`src/rtl/regfile_pkg.sv`:
```
// Shared definitions for the 32 x 8-bit register bank: write-op encodings,
// default geometry and the clear-sequencer state encoding.
package regfile_pkg;

   localparam int NREGS_DEF = 32;
   localparam int WIDTH_DEF = 8;

   typedef enum logic [1:0] {
      OP_LOAD = 2'b00,
      OP_INC  = 2'b01,
      OP_DEC  = 2'b10,
      OP_NOP  = 2'b11
   } wr_op_e;

   typedef enum logic {
      ST_IDLE  = 1'b0,
      ST_CLEAR = 1'b1
   } state_e;

endpackage

```
`src/rtl/regfile_wr_alu.sv`:
```
// Combinational next-value unit for the write port: load / increment /
// decrement / nop applied to the currently addressed register value.
module regfile_wr_alu
   import regfile_pkg::*;
#(
   parameter int WIDTH = WIDTH_DEF
) (
   input  logic [1:0]       op,
   input  logic [WIDTH-1:0] cur,
   input  logic [WIDTH-1:0] wr_data,
   output logic [WIDTH-1:0] nxt
);

   always_comb begin
      nxt = cur;
      case (wr_op_e'(op))
         OP_LOAD: nxt = wr_data;
         OP_INC:  nxt = cur + WIDTH'(1);
         OP_DEC:  nxt = cur - WIDTH'(1);
         default: nxt = cur;
      endcase
   end

endmodule

```
`src/rtl/regfile32_8bit.sv`:
```
// 32 x 8-bit register bank with one valid/ready write port and a
// one-register-per-cycle clear sweep; all registers exposed on regs_flat.
module regfile32_8bit
   import regfile_pkg::*;
#(
   parameter int NREGS   = NREGS_DEF,
   parameter int WIDTH   = WIDTH_DEF,
   parameter bit ZERO_R0 = 1'b0
) (
   input  logic                   clk,
   input  logic                   rst_n,
   input  logic                   wr_valid,
   output logic                   wr_ready,
   input  logic [4:0]             wr_addr,
   input  logic [WIDTH-1:0]       wr_data,
   input  logic [1:0]             wr_op,
   input  logic                   clr_req,
   output logic                   clr_busy,
   output logic [NREGS*WIDTH-1:0] regs_flat
);

   state_e           state_q, state_d;
   logic [4:0]       idx_q, idx_d;
   logic [WIDTH-1:0] regs_q [NREGS];
   logic [WIDTH-1:0] regs_d [NREGS];
   logic [WIDTH-1:0] alu_nxt;

   regfile_wr_alu #(.WIDTH(WIDTH)) u_alu (
      .op      (wr_op),
      .cur     (regs_q[wr_addr]),
      .wr_data (wr_data),
      .nxt     (alu_nxt)
   );

   always_comb begin
      state_d  = state_q;
      idx_d    = idx_q;
      regs_d   = regs_q;
      // A same-cycle clear request blocks the write port.
      wr_ready = (state_q == ST_IDLE) && !clr_req;
      case (state_q)
         ST_IDLE: begin
            if (clr_req) begin
               state_d = ST_CLEAR;
               idx_d   = '0;
            end else if (wr_valid) begin
               regs_d[wr_addr] = alu_nxt;
            end
         end
         ST_CLEAR: begin
            regs_d[idx_q] = '0;
            idx_d         = idx_q + 5'd1;
            if (idx_q == 5'(NREGS - 1)) state_d = ST_IDLE;
         end
         default: state_d = ST_IDLE;
      endcase
      if (ZERO_R0) regs_d[0] = '0;
   end

   always_ff @(posedge clk or negedge rst_n) begin
      if (!rst_n) begin
         state_q <= ST_IDLE;
         idx_q   <= '0;
         regs_q  <= '{default: '0};
      end else begin
         state_q <= state_d;
         idx_q   <= idx_d;
         regs_q  <= regs_d;
      end
   end

   assign clr_busy = (state_q == ST_CLEAR);

   for (genvar k = 0; k < NREGS; k++) begin : g_flat
      assign regs_flat[k*WIDTH +: WIDTH] = regs_q[k];
   end

endmodule

```
`config.mk`:
```
export PLATFORM = sky130hd
export DESIGN_NAME = regfile32_8bit
export DESIGN_NICKNAME = d
export VERILOG_FILES = /design/src/rtl/regfile_pkg.sv /design/src/rtl/regfile_wr_alu.sv /design/src/rtl/regfile32_8bit.sv
export SDC_FILE = /design/constraint.sdc
export NUM_CORES = 1
export LEC_CHECK = 0
export CORE_MARGIN = 2
export CORE_UTILIZATION = 47
export DETAILED_ROUTE_END_ITERATION = 8
export PLACE_DENSITY = 0.81
export SETUP_SLACK_MARGIN = 0.2
export SYNTH_ARGS = -nofsm -noshare
export SYNTH_HDL_FRONTEND = slang
export SYNTH_HIERARCHICAL = 1
export SYNTH_SLANG_ARGS = --single-unit
```
`constraint.sdc`:
```
create_clock -name clk -period 2.8 [get_ports clk]
set_input_delay 0.28 -clock clk [delete_from_list [all_inputs] [get_ports clk]]
set_output_delay 0.28 -clock clk [all_outputs]
set_load 0.1 [all_outputs]
```
==> metrics <==
status=finished, violations left; violated checks=setup timing; wire length of the first global-routing pass=86,800 um; overall global routing resource usage=0.401; biggest area consumer among synthesized cells=sky130_fd_sc_hd__dfrtp_1; starting utilization of the core area=0.480; number of flip-flops and latches in the synthesized netlist=262; worst setup slack after placement=-1.18 ns; Combinational Power Share=0.268; total area of multi-input combinational cells=6660 um2; fraction of layout cells with a size suffix above 1=0.613; Nets=1,790; final worst-path setup slack=-0.518 ns; Final Hold Vio Count=0; Synth Cell Area=12,900 um2; data arrival time of the critical path=3.80 ns; layout overhead on the synthesized area=64.9%; final setup skew=0.0228 ns; number of global-route vias before repair=13,700; period utilisation layout=1.19; crit path kind=register to register; Mapped Nets=1,065; maximum ir drop on the vdd rail=0.405 mV; post-detailed-route DRC marker count=0; ys flop type=sky130_fd_sc_hd__dfrtp_1; mean cell area of the mapped netlist=12.5 um2; path type of the worst min-delay path=input port to asynchronous set/reset pin; max-slew violation count=0; CP Data Required Time=3.28 ns; vias after detailed routing=14,200; register area=6710 um2; unrepaired setup endpoints after global routing=yes; fraction of synthesized area in multiplexers=0.101; delay of the slowest cell on the worst path=0.43 ns; IO buf count=276; CP Capture Point=regs_flat[79]$_DFFE_PN0P_; hold slack=0.337 ns; post-synth top area share=0.507; CP Launch Type=register; CTS tree=built; XOR/XNOR Fraction of Synth Area=0.00406; non-filler instance count after layout=2,124; Min Clock Period, post-route=3.32 ns; EDFF count, synth=0; maximum number of pins on one net before global-route repair=92; clock transition at the register clock pins on the worst setup and hold paths after CTS=0.06 ns; Clock Sinks=262; total power after layout=10,500 uW; Die Area=28,900 um2; top achievable clock speed=0.301 GHz; worst relative slew slack=0.287; Psw=3650 uW; CTS buffer count=28; sum of net half-perimeters after detailed placement=39,100 um; sequential-to-total area share from yosys stat=0.507; proportion of power drawn by flip-flops and latches=0.387; reported leakage power=0.0106 uW; Max Buffers Root-to-Sink=3; number of instances in the placed design=2,013; master of the slowest instance on the critical path=sky130_fd_sc_hd__dfrtp_2; count of TritonRoute iterations in the first routing pass=7; pwr dens=493 nW/um2; worst r2r path cells=15; clock group share of total power=0.345; filler cell count in the final layout=1,524; Synth Warn #=6; Worst Setup End Kind=register; Simple-Gate Fraction of Synth Area=0.0932; largest family of logic cells by synthesized area=compound AO/OA/AOI/OAI gates; total gr overflow=0; ports placed on the boundary=277; clock root cell=sky130_fd_sc_hd__clkbuf_16; met3 Resource Use GR=0.0860; cell internal power dissipation=6870 uW; Worst R2R End=regs_flat[79]$_DFFE_PN0P_; reported max-cap violation count=0; maximum net fanout on the critical path=6; worst-path cell chain=mux2i_1 -> buf_4 -> o22ai_2 -> nor4_2 -> nand2_1 -> ha_4 -> a31oi_4 -> a21o_1 -> a211o_1 -> a211o_1 -> o311ai_4 -> buf_6 -> buf_6 -> buf_12 -> a22o_1; detailed-route wire length=61,800 um; met1 track demand over resource=0.523; switching part of the total power=0.347; startpoint of the most critical register-to-register path=regs_flat[238]$_DFFE_PN0P_; Cell Rows=60; post-detailed-route via-to-cell ratio=6.67; Iteration-0 DRC Markers=2,151; Gate Count Post-Synth=1,035; met2 track demand over resource=0.621; Antenna Violating Nets Remaining=0; synthesized-area fraction occupied by adder cells=0.0106; horizontal extent of the die=170 um; number of antenna violations at the first check in global routing=1; busiest layer in global routing=met2; Avg WL per Cell=29.1 um; weighted congestion reported at the end of routability-driven placement=0.992; reg-to-reg slack, setup=-0.52 ns; Least-Margin Pin Slew=1.06 ns; share of synthesized flip-flops with an asynchronous set or reset=1.00; top cells by area, synth=sky130_fd_sc_hd__dfrtp_1 (51%), sky130_fd_sc_hd__a22o_1 (18%), sky130_fd_sc_hd__mux2i_1 (10%); H-tree depth=1; # setup viols final=192; worst skew pair latency=0.57 ns; synthesized-area fraction occupied by ao, oa, aoi and oai cells=0.249; Core Footprint=27,000 um2; number of distinct standard cells referenced by the synthesized netlist=60; vertical extent of the die=170 um; startpoint of the worst setup timing path=regs_flat[238]$_DFFE_PN0P_
[kinds of logic (layout without fill, tap and decap cells)]
| logic type | Yosys count | count (layout) |
|---|---|---|
| buffers and inverters | 95 | 842 |
| other | 0 | 1 |
| AND/OR/NAND/NOR | 139 | 139 |
| AO/OA/AOI/OAI | 392 | 392 |
| adder cells (fa/ha/maj) | 11 | 11 |
| multiplexers | 130 | 130 |
| XOR/XNOR | 6 | 6 |
| flip-flops | 262 | 262 |
[power by group through the flow]
stage	logic, uW	registers [uW]	clock network, uW
detailed placement	2420	4120	0
finish	2820	4070	3630
global route	2870	4080	3780
CTS	2620	4050	3610
global placement	2390	4110	0
floorplan	1010	4610	0
[per-layer routing]
| metal | routed length [um] | up-vias | share of wire |
|---|---|---|---|
| li1 | - | 5596 | - |
| met1 | 21600 | 6980 | 0.35 |
| met2 | 27500 | 1259 | 0.45 |
| met3 | 7930 | 331 | 0.13 |
| met4 | 4780 | 0 | 0.077 |
| met5 | 0 | - | 0 |
[timing repair]
item / in CTS / in global routing
buffers inserted: 33 / 7
hold endpoints to repair: 88 / 0
pin swaps: 36 / 33
resized for setup: 137 / 59
hold buffers: 1 / 0
cloned: 12 / 5
setup endpoints to repair: 256 / 256
[how the worst min path moves through the flow]
stage	cells after the start	endpoint	startpoint
3_5_place_dp	1	regs_flat[0]$_DFFE_PN0P_	rst_n
6_report	2	regs_flat[0]$_DFFE_PN0P_	rst_n
5_1_grt	2	regs_flat[13]$_DFFE_PN0P_	rst_n
4_1_cts	2	regs_flat[0]$_DFFE_PN0P_	rst_n
3_3_place_gp	1	regs_flat[29]$_DFFE_PN0P_	rst_n
2_1_floorplan	0	clr_busy$_DFF_PN0_	rst_n
[flip-flops by register name, summed over array words and instances, names as in the netlist]
| signal | flops |
|---|---|
| idx_q | 5 |
| clr_busy | 1 |
| regs_flat | 256 |
[critical path, delay by kind of cell (launching register included)]
| family | cells | cell delay, ns |
|---|---|---|
| AO/OA/AOI/OAI | 7 | 1.30 |
| adder cells (fa/ha/maj) | 1 | 0.33 |
| AND/OR/NAND/NOR | 2 | 0.45 |
| flip-flops | 1 | 0.43 |
| buffers and inverters | 4 | 0.53 |
| multiplexers | 1 | 0.18 |
[placed cells by master, fill, tap and decap left out, drive strengths merged, types with 4 or more instances in the layout]
cell type	instances
a21oi	27
a22o	262
a22oi	5
a31oi	11
and3	8
buf	757
clkbuf	53
clkdlybuf4s50	12
dfrtp	262
ha	11
inv	11
mux2i	129
nand2	23
nand2b	4
nand3	6
nand3b	6
nand4b	6
nand4bb	5
nor2	6
nor3	38
nor4	16
o211ai	5
o21ai	5
o22ai	64
or4b	4
[cell usage after synthesis, drive strengths merged (11+ instances only)]
master	n
clkbuf	45
nand2	23
nor4	16
a31oi	11
a22o	262
o22ai	64
dfrtp	262
ha	11
buf	39
a21oi	27
nor3	38
mux2i	129
inv	11
[per-stage QoR]
stage / setup TNS, ns / util / area [um2]
final: -59.82 / 0.791 / 21300
after global routing: -79.62 / 0.791 / 21300
after CTS: -39.51 / 0.775 / 20900
after detailed placement: -250.59 / 0.700 / 18900
after global placement: -247.11 / 0.700 / 18900
after floorplan: -27.03 / - / 13400
[final cells by class]
cell class	count	area share
inverters	11	0.00194
diodes	1	0.000117
multi-input cells	678	0.312
well taps	341	0.0200
repair buffers	779	0.310
clock inverters	4	0.00117
clock buffers	48	0.0402
flip-flops and latches	262	0.315
(Power assumes the default switching activity.)
